`src/rtl/sramx_arbiter.sv`:
```
// rtl/sramx_arbiter.sv - instruction/data SRAMx arbiter onto one single-port SRAM
// Optional feature macro: SRAMX_ARB_RR_EN (round-robin instead of fixed data priority)
module sramx_arbiter #(
    parameter int AW = 32,
    parameter int DW = 32
) (
    input  logic            clk,
    input  logic            resetn,

    input  logic            i_req,
    input  logic [DW/8-1:0] i_wen,
    input  logic [AW-1:0]   i_addr,
    input  logic [DW-1:0]   i_wdata,
    output logic            i_addr_ok,
    output logic            i_data_ok,
    output logic [DW-1:0]   i_rdata,

    input  logic            d_req,
    input  logic [DW/8-1:0] d_wen,
    input  logic [AW-1:0]   d_addr,
    input  logic [DW-1:0]   d_wdata,
    output logic            d_addr_ok,
    output logic            d_data_ok,
    output logic [DW-1:0]   d_rdata,

    output logic            m_en,
    output logic [DW/8-1:0] m_wen,
    output logic [AW-1:0]   m_addr,
    output logic [DW-1:0]   m_wdata,
    input  logic [DW-1:0]   m_rdata
);

    localparam int BW = DW / 8;

    logic          grant_i;
    logic          grant_d;
    logic          prefer_i;
    logic          pend_v_q;
    logic          pend_v_d;
    logic          pend_id_q;
    logic          pend_id_d;
    logic [AW-1:0] vaddr;

`ifdef SRAMX_ARB_RR_EN
    logic rr_last_q;
    logic rr_last_d;

    // rr_last is 1 when data was granted last, so instruction is next in line
    assign prefer_i = rr_last_q;

    always_comb begin
        rr_last_d = rr_last_q;
        if (grant_i || grant_d) begin
            rr_last_d = grant_d;
        end
    end

    always_ff @(posedge clk or negedge resetn) begin
        if (!resetn) begin
            rr_last_q <= 1'b0;
        end else begin
            rr_last_q <= rr_last_d;
        end
    end
`else
    logic [1:0] i_wait_q;
    logic [1:0] i_wait_d;

    assign prefer_i = (i_wait_q == 2'd3);

    always_comb begin
        i_wait_d = i_wait_q;
        if (!i_req || grant_i) begin
            i_wait_d = 2'd0;
        end else if (i_wait_q != 2'd3) begin
            i_wait_d = i_wait_q + 2'd1;
        end
    end

    always_ff @(posedge clk or negedge resetn) begin
        if (!resetn) begin
            i_wait_q <= 2'd0;
        end else begin
            i_wait_q <= i_wait_d;
        end
    end
`endif

    always_comb begin
        grant_i = resetn && i_req && (!d_req || prefer_i);
        grant_d = resetn && d_req && !grant_i;
    end

    assign vaddr = grant_d ? d_addr : i_addr;

    // kseg0/kseg1 (top nibble 8..B) fold onto physical 0x0/0x1 by clearing bits 31 and 29
    always_comb begin
        m_addr = '0;
        if (grant_i || grant_d) begin
            m_addr = vaddr;
            if (vaddr[AW-1 -: 2] == 2'b10) begin
                m_addr[AW-1 -: 4] = {3'b000, vaddr[AW-4]};
            end
        end
    end

    always_comb begin
        m_en    = grant_i || grant_d;
        m_wen   = grant_d ? d_wen : (grant_i ? i_wen : {BW{1'b0}});
        m_wdata = grant_d ? d_wdata : (grant_i ? i_wdata : {DW{1'b0}});
    end

    assign i_addr_ok = grant_i;
    assign d_addr_ok = grant_d;

    always_comb begin
        pend_v_d  = grant_i || grant_d;
        pend_id_d = grant_d;
    end

    always_ff @(posedge clk or negedge resetn) begin
        if (!resetn) begin
            pend_v_q  <= 1'b0;
            pend_id_q <= 1'b0;
        end else begin
            pend_v_q  <= pend_v_d;
            pend_id_q <= pend_id_d;
        end
    end

    always_comb begin
        i_data_ok = resetn && pend_v_q && !pend_id_q;
        d_data_ok = resetn && pend_v_q && pend_id_q;
        i_rdata   = i_data_ok ? m_rdata : {DW{1'b0}};
        d_rdata   = d_data_ok ? m_rdata : {DW{1'b0}};
    end

endmodule
```
`config.mk`:
```
export PLATFORM = sky130hd
export DESIGN_NAME = sramx_arbiter
export DESIGN_NICKNAME = d
export VERILOG_FILES = /design/src/rtl/sramx_arbiter.sv
export SDC_FILE = /design/constraint.sdc
export NUM_CORES = 1
export LEC_CHECK = 0
export ABC_CLOCK_PERIOD_IN_PS = 4150
export BUFFER_PORTS_ARGS = -buffer_cell sky130_fd_sc_hd__buf_4
export CAP_MARGIN = 10
export CORE_AREA = 2 2 121 123
export DETAILED_ROUTE_END_ITERATION = 8
export DIE_AREA = 0 0 123 125
export GPL_ROUTABILITY_DRIVEN = 0
export PLACE_DENSITY = 0.53
export RECOVER_POWER = 50
export SYNTH_ARGS = -nofsm -noshare
export SYNTH_HDL_FRONTEND = slang
export SYNTH_SLANG_ARGS = --single-unit
```
`constraint.sdc`:
```
create_clock -name clk -period 4.15 [get_ports clk]
set_input_delay 0.415 -clock clk [delete_from_list [all_inputs] [get_ports clk]]
set_output_delay 0.415 -clock clk [all_outputs]
set_load 0.1 [all_outputs]
```
==> summary.txt, run 1 <==
Run status
  • Status: complete, but fails checks
  • Failing checks: capacitance limit, slew limit

Logic synthesis
  • Post-Synth Simple-Gate Area: between 30% and 40%
  • Post-synthesis xor/xnor area fraction: less than 1%
  • Synth Flop Type: dfrtp_1
  • Post-synthesis sequential area ratio: around 6%
  • Largest cells by area after synthesis: and2_1, a22o_1, a21oi_1
  • Post-synthesis adder-cell area fraction: less than 1%
  • Cells after Synth: 248
  • Multiplexer area fraction after synthesis: less than 1%
  • Register bit total from synthesis: 4
  • Synthesized Nets: 421
  • Syn avg cell area: between 6 and 7 µm²
  • Number of synthesized flops with an enable pin: 0
  • Dominant cell type by area after synthesis: and2_1
  • Synth Cell Area: between 1500 and 2000 µm²
  • Top-area cell type share of the netlist area: between 20% and 30%
  • Async S/R FF share, synth: between 90% and 100%
  • Post-synthesis compound-gate area fraction: 41.4%
  • Distinct cell type count after synthesis: 30
  • Synth warnings: 0
  • Synth cell count leaders: and2_1, a22o_1, a21oi_1, nand3_1, o21ai_0
  • Main combinational cell family by area after synthesis: compound AO/OA/AOI/OAI gates
  • Top-count cell post-synth: and2_1

Clocking
  • CTS max path bufs: 2
  • TritonCTS clock tree: built
  • CTS root buf: clkbuf_16
  • Number of H-tree levels: 1
  • Worst-Skew Late Latency: around 0.22 ns
  • # Post-CTS Setup Buffers: 0
  • Post_cts resized: 0
  • Num CTS Buffers: 3
  • Worst-path clk slew: around 0.03 ns
  • # hold bufs at CTS: 0
  • Clock sink count: 4

Timing
  • Unrepaired setup endpoints after global routing: no
  • Final min period: 3.30 ns
  • Hold Fails Final Rpt: 0
  • Worst-margin pin slew: between 1.5 and 2 ns
  • Slew Limit Headroom: -30.3%
  • Max-slew violations: 16
  • Fin Setup TNS: 0 ns
  • Fin crit share: 79.5%
  • Clock Skews: about 0.0011 ns
  • Final setup vio count: 0
  • Highest clock rate: just over 0.3 GHz

Final layout
  • Layout cells sized above 1: around 48%
  • Utilization after layout: about 27%
  • ANT cells: 0
  • # fillers: ~1600
  • Area growth syn-to-layout: 134%
  • Final std cell area, no fill: a little under 4000 µm²
  • Nets: around 700

Floorplan
  • Initial core utilization: 11.6%
  • Io pins: a little over 300
  • Core area: 14200 µm²
  • Num rows: 44
  • Total die area: about 15000 µm²
  • Die height: approximately 130 µm
  • Die span in x: 123 µm

Detailed routing
  • Residual DRC: 0
  • Final ANT Viol Nets: 0
  • Initial DRC count: 117
  • First-pass detailed-route iteration total: 4
  • WL final: 11.4 mm
  • Routed WL per cell: 15.9 µm
  • Number of vias per cell: between 4 and 5
  • Routed vias: about 3000

Power and ir drop
  • Leakage: 1.89 nW
  • IR drop worst, VDD: 0.0760 mV
  • Total power: approximately 980 µW
  • Power per standard cell area: ~250 nW/µm²

Placed design
  • Post-DP HPWL: about 9.2 mm
  • Area after DPL: approximately 4000 µm²
  • Port Buf Inserts: slightly above 300

Worst setup path
  • CP Class: in2out
  • Crit. End Element: primary output
  • Worst Path Required: 3.73 ns
  • CP Launch Type: primary input
  • Critical Path AT: between 2 and 3 ns
  • Crit Path Max Fanout: 42

Flow run
  • Max-cap viol count: 2

Global routing
  • First-pass GRT wire length: 15.7 mm
  • Total GRT Usage: about an eighth
  • Antenna violations before repair: 0
  • Gr ovfl total: 0
  • Number of global-route vias before repair: between 2000 and 3000
  • Largest net degree at the start of global routing: 43

Hold path
  • Min-Delay Path Class: in2async
-- per-stage QoR --
step	hold slack (ns)	worst slack (ns)	cells
2_1_floorplan	0.119	1.05	248
6_report	0.130	0.852	716
4_1_cts	0.141	1.00	716
3_3_place_gp	0.369	1.23	713
3_5_place_dp	0.376	1.25	713
5_1_grt	0.155	0.593	716
-- registers in the layout, summed over array words and instances, names as in the netlist --
name,flops
i_wait_q,2
pend_id_q,1
pend_v_q,1
-- area by class of cell --
cell class / instances / area [µm²] / area share, %
timing repair buffer: 312 / 2100 / 54.6
multi-input combinational: 211 / 1340 / 34.7
tap: 184 / 230 / 5.97
sequential: 4 / 100 / 2.60
clock buffer: 3 / 75.1 / 1.95
inverter: 2 / 7.51 / 0.195
-- worst paths after layout --
| check | start | to | slack (ns) | depth (start not counted) |
|---|---|---|---|---|
| setup / recovery | resetn | i_rdata[11] | 0.85 | 6 |
| setup reg to reg | i_wait_q[0] | i_wait_q[0] | 1.81 | 4 |
| hold reg to reg | i_wait_q[0] | i_wait_q[0] | 0.61 | 2 |
| max in group asynchronous | resetn | i_wait_q[0] | 3.70 | 1 |
| hold / removal | resetn | pend_id_q | 0.13 | 1 |
| min in group clk | i_req | i_wait_q[1] | 0.52 | 2 |
-- power breakdown --
group	switching, mW	internal, mW	leakage [nW]
logic	0.576	0.209	1.81
clock network	0.0243	0.123	0.0370
registers	0.00233	0.0433	0.0512
-- cell families (layout without fill, tap and decap cells) --
family	Yosys count	after routing
compound gates	103	103
xor+xnor	1	1
fa+ha+maj	1	1
buf+inv	33	317
flops	4	4
mux	1	1
simple gates	105	105
-- per-layer routing --
metal  up-vias  GRT usage [%]  share of wire [%]  wire, µm
li1       1464              -                  -         -
met1      1421           16.2                 40      4580
met2       154           23.5                 50      5690
met3         4           2.33                9.2      1040
met4         0           1.67               0.45        51
met5         -              0                  0         0
-- placed cells by master, fill, tap and decap left out, drive strengths merged --
master | Yosys | routed
a21boi | 1 | 1
nand2b | 2 | 2
nor3b | 2 | 2
and3 | 2 | 2
nand3 | 30 | 30
o21ai | 31 | 31
xor2 | 1 | 1
a21bo | 1 | 1
a32o | 1 | 1
mux2i | 1 | 1
ha | 1 | 1
a22o | 36 | 36
nand4b | 1 | 1
nand2 | 1 | 1
nor2 | 2 | 2
dfrtp | 4 | 4
o2111a | 1 | 1
buf | 18 | 248
clkbuf | 13 | 67
and2 | 64 | 64
o211ai | 1 | 1
nand4 | 1 | 1
inv | 2 | 2
a21oi | 31 | 31
-- worst max-delay path, stage by stage --
cell and delay (ns):
buf_4 0.35, nand2_1 0.09, nor2_1 0.09, clkbuf_1 0.80
and2_1 0.25, clkbuf_1 0.87
Power figures use the tool's default switching activity.
==> run 2: changes to the inputs <==
--- a/config.mk
+++ b/config.mk
@@ -5,14 +5,15 @@
 export SDC_FILE = /design/constraint.sdc
 export NUM_CORES = 1
 export LEC_CHECK = 0
-export ABC_CLOCK_PERIOD_IN_PS = 4150
+export ABC_AREA = 1
+export ABC_CLOCK_PERIOD_IN_PS = 2700
 export BUFFER_PORTS_ARGS = -buffer_cell sky130_fd_sc_hd__buf_4
 export CAP_MARGIN = 10
 export CORE_AREA = 2 2 121 123
 export DETAILED_ROUTE_END_ITERATION = 8
 export DIE_AREA = 0 0 123 125
 export GPL_ROUTABILITY_DRIVEN = 0
-export PLACE_DENSITY = 0.53
+export PLACE_DENSITY = 0.54
 export RECOVER_POWER = 50
 export SYNTH_ARGS = -nofsm -noshare
 export SYNTH_HDL_FRONTEND = slang
==> constraint.sdc (replaced) <==
create_clock -name clk -period 2.7 [get_ports clk]
set_input_delay 0.27 -clock clk [delete_from_list [all_inputs] [get_ports clk]]
set_output_delay 0.27 -clock clk [all_outputs]
set_load 0.1 [all_outputs]
==> summary.txt, run 2 <==
Run status
  • Status: finished clean

Logic synthesis
  • Syn avg cell area: 5.43 µm²
  • Async S/R FF share, synth: between 90% and 100%
  • Number of synthesized flops with an enable pin: 0
  • Synth Flop Type: dfrtp_1
  • Post-synthesis sequential area ratio: approximately 6.1%
  • Synth cell count leaders: inv_1, nor2_1, a22o_1, nand2_1, o211ai_1
  • Distinct cell type count after synthesis: 21
  • Top-area cell type share of the netlist area: 21.4%
  • Register bit total from synthesis: 4
  • Largest cells by area after synthesis: a22o_1, inv_1, nor2_1
  • Synth Cell Area: 1640 µm²
  • Cells after Synth: between 300 and 400
  • Dominant cell type by area after synthesis: a22o_1
  • Synthesized Nets: 474
  • Top-count cell post-synth: inv_1
  • Synth warnings: 0

Detailed routing
  • Number of vias per cell: approximately 3.7
  • Routed vias: slightly below 3000
  • Routed WL per cell: 11.1 µm
  • First-pass detailed-route iteration total: 4
  • WL final: roughly 8.6 mm
  • Final ANT Viol Nets: 0
  • Initial DRC count: 49
  • Residual DRC: 0

Placed design
  • Post-DP HPWL: 7.32 mm
  • Port Buf Inserts: a little over 300

Clocking
  • Worst-path clk slew: 0.03 ns
  • # Post-CTS Setup Buffers: 0
  • Number of H-tree levels: 1
  • Clock sink count: 4
  • CTS root buf: clkbuf_16
  • TritonCTS clock tree: built
  • Num CTS Buffers: 3
  • CTS max path bufs: 2
  • Worst-Skew Late Latency: 0.22 ns

Power and ir drop
  • Power per standard cell area: 385 nW/µm²
  • Clock network power share: between 10 and 15%
  • Total power: 1.62 mW
  • IR drop worst, VDD: between 0.15 and 0.2 mV
  • Leakage: ~2.6 nW
  • Sw Ratio: between 60% and 70%
  • Psw: between 1 and 1.5 mW
  • Seq pwr share: under 10%
  • Combinational Power Share: between 80% and 90%
  • Internal power: approximately 600 µW

Timing
  • Slew Limit Headroom: ~60%
  • Final setup vio count: 0
  • Fin crit share: about 96%
  • Unrepaired setup endpoints after global routing: yes
  • Fin Setup TNS: 0 ns
  • Worst-margin pin slew: roughly 0.58 ns
  • Highest clock rate: about 0.39 GHz
  • Clock Skews: approximately 0.0017 ns
  • Hold Fails Final Rpt: 0
  • Max-slew violations: 0
  • Final min period: 2.59 ns

Worst setup path
  • Max incr delay on CP: about 0.55 ns
  • Worst Path Required: 2.43 ns
  • CP Class: in2out
  • Crit. End Element: primary output
  • Crit-path cells: dlygate4sd3_1, buf_4, nand2_1, inv_1, nand2_4, nand2_8, inv_6, a22o_1, buf_4
  • Most Frequent Cell on Critical Path: buf_4
  • Slowest-stage cell, CP: dlygate4sd3_1
  • Crit Path Max Fanout: 55
  • Critical Path AT: roughly 2.3 ns
  • CP Launch Type: primary input

Global routing
  • Gr ovfl total: 0
  • Antenna violations before repair: 0
  • Number of global-route vias before repair: about 2700
  • First-pass GRT wire length: 12.7 mm
  • Total GRT Usage: between 9 and 10%
  • Largest net degree at the start of global routing: between 50 and 60

Final layout
  • Area growth syn-to-layout: 157%
  • # fillers: between 1500 and 2000
  • Nets: 770
  • Top reg by flops: i_wait_q
  • Most common cell after layout, fill and taps aside: buf_4
  • Most frequent cells in the layout: buf_4, inv_1, nor2_2
  • Layout cells sized above 1: 65.4%
  • Largest registers: i_wait_q (2), pend_id_q (1), pend_v_q (1)
  • Multi-input gate area: roughly 1200 µm²
  • Reg area: 100 µm²
  • Largest register FFs: 2
  • ANT cells: 0

Flow run
  • Max-cap viol count: 0

Floorplan
  • Initial core utilization: a little under an eighth
  • Num rows: between 40 and 50
  • Total die area: between 15000 and 20000 µm²
  • Io pins: between 300 and 400
  • Core area: around 14000 µm²
  • Die span in x: about 120 µm
  • Die height: 125 µm

Hold path
  • Min-Delay Path Class: in2reg
## run 2: cell types whose count changed in the layout (fill, tap and decap cells not counted), moves of 10 or more
cell and change:
a21oi_1 -30, and2_1 -64, buf_4 +10, clkbuf_1 -63, clkbuf_2 +51, inv_1 +89
nand2_1 +35, nand3_1 -28, nor2_2 +64, o211ai_1 +24, o21ai_0 -30
## run 2: worst max-delay path, delay by kind of cell
| kind | cells | cell delay, ns |
|---|---|---|
| buf+inv | 5 | 1.40 |
| simple gates | 3 | 0.40 |
| compound gates | 1 | 0.21 |
## run 2: final cells by class
class / count / area share, %
multi-input combinational: 181 / 29.0
inverter: 95 / 8.62
tap: 184 / 5.49
timing repair buffer: 312 / 52.8
sequential: 4 / 2.39
clock buffer: 3 / 1.79
## run 2: path summary, 6_finish.rpt
path                          endpoint        start  slack, ns  depth (start not counted)
min reg2reg                i_wait_q[1]  i_wait_q[1]       0.55                          2
max reg2reg                  pend_id_q  i_wait_q[0]       1.14                          6
max                        m_wdata[27]       resetn       0.11                          9
min in group asynchronous  i_wait_q[0]       resetn       0.42                          2
min                        i_wait_q[0]        i_req       0.32                          3
max in group asynchronous    pend_id_q       resetn       2.16                          2
## run 2: power groups by stage
stage,clock [mW],combinational [mW],sequential (mW)
after floorplan,0,0.977,0.0703
after global placement,0,1.34,0.0707
after detailed placement,0,1.34,0.0712
after CTS,0.232,1.34,0.0705
after global routing,0.236,1.38,0.0710
final,0.225,1.32,0.0704
## run 2: cell families (layout without fill, tap and decap cells)
family,count (synthesis),in the layout,synth area share [%]
fa+ha+maj,1,1,0.765
compound gates,68,68,33.8
flops,4,4,6.12
buf+inv,116,410,30.4
simple gates,111,111,28.4
xor+xnor,1,1,0.536
## run 2: routing by layer
layer | GRT usage (%) | share of wire (%)
met4 | 1.14 | 0.42
met3 | 3.42 | 13
met2 | 17.6 | 47
met1 | 11.8 | 40
met5 | 0 | 0
## run 2: repair_timing
action / 4_1_cts / 5_1_grt
hold endpoints to repair: 4 / 0
resized for setup: 0 / 1
hold buffers: 1 / 0
setup endpoints to repair: 0 / 41
## run 2: per-stage QoR
| step | utilization, % | area, µm² | hold WS [ns] | worst slack [ns] | instances |
|---|---|---|---|---|---|
| 2_1_floorplan | - | 1810 | -0.0256 | -0.100 | 301 |
| 3_3_place_gp | 29.8 | 4240 | 0.0902 | 0.440 | 775 |
| 3_5_place_dp | 29.8 | 4240 | 0.0916 | 0.411 | 775 |
| 4_1_cts | 30.4 | 4320 | 0.314 | 0.0114 | 779 |
| 5_1_grt | 29.5 | 4200 | 0.334 | -0.0360 | 779 |
| 6_report | 29.5 | 4200 | 0.322 | 0.112 | 779 |
==> run 3: changes to the inputs <==
--- a/config.mk
+++ b/config.mk
@@ -14,7 +14,6 @@
 export DIE_AREA = 0 0 123 125
 export GPL_ROUTABILITY_DRIVEN = 0
 export PLACE_DENSITY = 0.54
-export RECOVER_POWER = 50
 export SYNTH_ARGS = -nofsm -noshare
 export SYNTH_HDL_FRONTEND = slang
 export SYNTH_SLANG_ARGS = --single-unit
==> summary.txt, run 3 (same netlist as run 2, synthesis figures left out) <==
Run status
  • Status: finished clean

Worst setup path
  • Crit-path cells: dlygate4sd3_1, buf_4, nand2_1, inv_2, nand2_4, nand2_8, inv_6, a22o_1, buf_4
  • Max incr delay on CP: 0.55 ns
  • WP buf/inv: 5
  • Slowest-stage cell, CP: dlygate4sd3_1
  • Critical Path AT: around 2.3 ns
  • Worst Path Required: 2.43 ns
  • Reg2reg start: i_wait_q[0]
  • Crit. End Element: primary output
  • Crit Path Max Fanout: 55
  • Family with the most delay on the worst path: buffers and inverters
  • Reg2reg end: pend_id_q
  • CP Launch Type: primary input
  • Flop2flop setup slack: 1.15 ns
  • R2r worst-path depth: 6
  • Most Frequent Cell on Critical Path: buf_4
  • CP Class: in2out

Timing
  • Max-slew violations: 0
  • Fin crit share: a little over nine tenths
  • Final WS setup: roughly 0.12 ns
  • Slew Limit Headroom: 61.5%
  • Final setup vio count: 0
  • Final min period: roughly 2.6 ns
  • Worst-margin pin slew: between 0.5 and 0.6 ns
  • Unrepaired setup endpoints after global routing: yes
  • Hold Fails Final Rpt: 0
  • Highest clock rate: between 0.3 and 0.4 GHz
  • Clock Skews: approximately 0.0017 ns
  • Fin Setup TNS: 0 ns

Hold path
  • Hold path cells: 3
  • Hold Startpoint: i_req
  • Min-Delay Path Class: in2reg
  • Worst hold endpoint: i_wait_q[0]

Final layout
  • Nets: 770
  • Post-route insts no fill: between 700 and 800
  • Multi-input gate area: approximately 1200 µm²
  • Most common cell after layout, fill and taps aside: buf_4
  • ANT cells: 0
  • Area growth syn-to-layout: 165%
  • Layout cells sized above 1: 65.5%
  • Top reg by flops: i_wait_q
  • Most frequent cells in the layout: buf_4, inv_1, nor2_2
  • Largest register FFs: 2
  • Final std cell area, no fill: around 4300 µm²
  • Reg area: ~100 µm²
  • # fillers: 1569
  • Largest registers: i_wait_q (2), pend_id_q (1), pend_v_q (1)

Detailed routing
  • Routed vias: between 2000 and 3000
  • Initial DRC count: 57
  • Number of vias per cell: about 3.7
  • Routed WL per cell: roughly 11 µm
  • WL final: 8.62 mm
  • Residual DRC: 0
  • First-pass detailed-route iteration total: 4
  • Final ANT Viol Nets: 0

Floorplan
  • Initial core utilization: 11.5%
  • Io pins: approximately 310
  • Num rows: 44
  • Core area: roughly 14000 µm²
  • Total die area: 15400 µm²
  • Die height: approximately 130 µm
  • Die span in x: roughly 120 µm

Placed design
  • Post-Place Setup Slack: between 0.4 and 0.5 ns
  • Port Buf Inserts: between 300 and 400
  • Area after DPL: 4240 µm²
  • Post-DP HPWL: between 7 and 8 mm
  • Placed cell count: approximately 780

Power and ir drop
  • Power per standard cell area: approximately 380 nW/µm²
  • Leakage: 2.68 nW
  • IR drop worst, VDD: 0.166 mV

Global routing
  • Gr ovfl total: 0
  • Largest net degree at the start of global routing: 56
  • Number of global-route vias before repair: roughly 2700
  • Antenna violations before repair: 0
  • Total GRT Usage: 9.95%
  • First-pass GRT wire length: between 10 and 15 mm

Clocking
  • TritonCTS clock tree: built
  • CTS root buf: clkbuf_16
  • Worst-path clk slew: approximately 0.03 ns
  • CTS max path bufs: 2
  • Clock sink count: 4
  • Worst-Skew Late Latency: between 0.2 and 0.25 ns
  • Number of H-tree levels: 1
  • Num CTS Buffers: 3

Flow run
  • Max-cap viol count: 0
[run 3: where the power goes]
group	leakage, nW	switching (mW)	internal [mW]	total, mW
registers	0.0510	0.00384	0.0666	0.0704
logic	2.59	0.976	0.362	1.34
clock network	0.0370	0.0365	0.189	0.225
[run 3: metal layers]
| layer | part of all wire, % | up-vias | track usage (%) |
|---|---|---|---|
| li1 | - | 1522 | - |
| met1 | 39 | 1226 | 11.8 |
| met2 | 47 | 171 | 17.6 |
| met3 | 13 | 2 | 3.42 |
| met4 | 0.44 | 0 | 1.14 |
| met5 | 0 | - | 0 |
[run 3: how the worst max path moves through the flow]
stage | slack, ns | endpoint | start | cells past startpoint
floorplan | -0.10 | d_rdata[0] | pend_v_q | 5
global placement | 0.44 | m_wdata[5] | i_wait_q[0] | 8
detailed placement | 0.41 | m_wdata[27] | i_wait_q[0] | 8
CTS | 0.01 | m_wdata[27] | resetn | 9
global route | -0.04 | m_addr[29] | resetn | 9
finish | 0.12 | m_wdata[27] | resetn | 9
[run 3: worst min-delay path: stages]
cell	delay, ns
buf_4	0.08
nand2_1	0.07
nor2_1	0.08
[run 3: what timing repair did]
item | in CTS | in global routing
hold endpoints to repair | 4 | 0
resized for setup | 0 | 1
hold buffers | 1 | 0
setup buffers | 0 | 0
endpoints found under the setup margin | 0 | 41
[run 3: cell type report]
type | instances | area share [%]
clock buffer | 3 | 1.74
inverter | 95 | 8.36
multi-input combinational | 181 | 28.1
sequential | 4 | 2.31
tap | 184 | 5.32
timing repair buffer | 312 | 54.2
[run 3: through the flow]
step                hold WS [ns]  utilization [%]  total power [mW]
floorplan                -0.0256                -              1.05
global placement          0.0902             29.8              1.41
detailed placement        0.0916             29.8              1.41
CTS                        0.314             30.4              1.65
global route               0.334             30.5              1.70
finish                     0.322             30.5              1.63
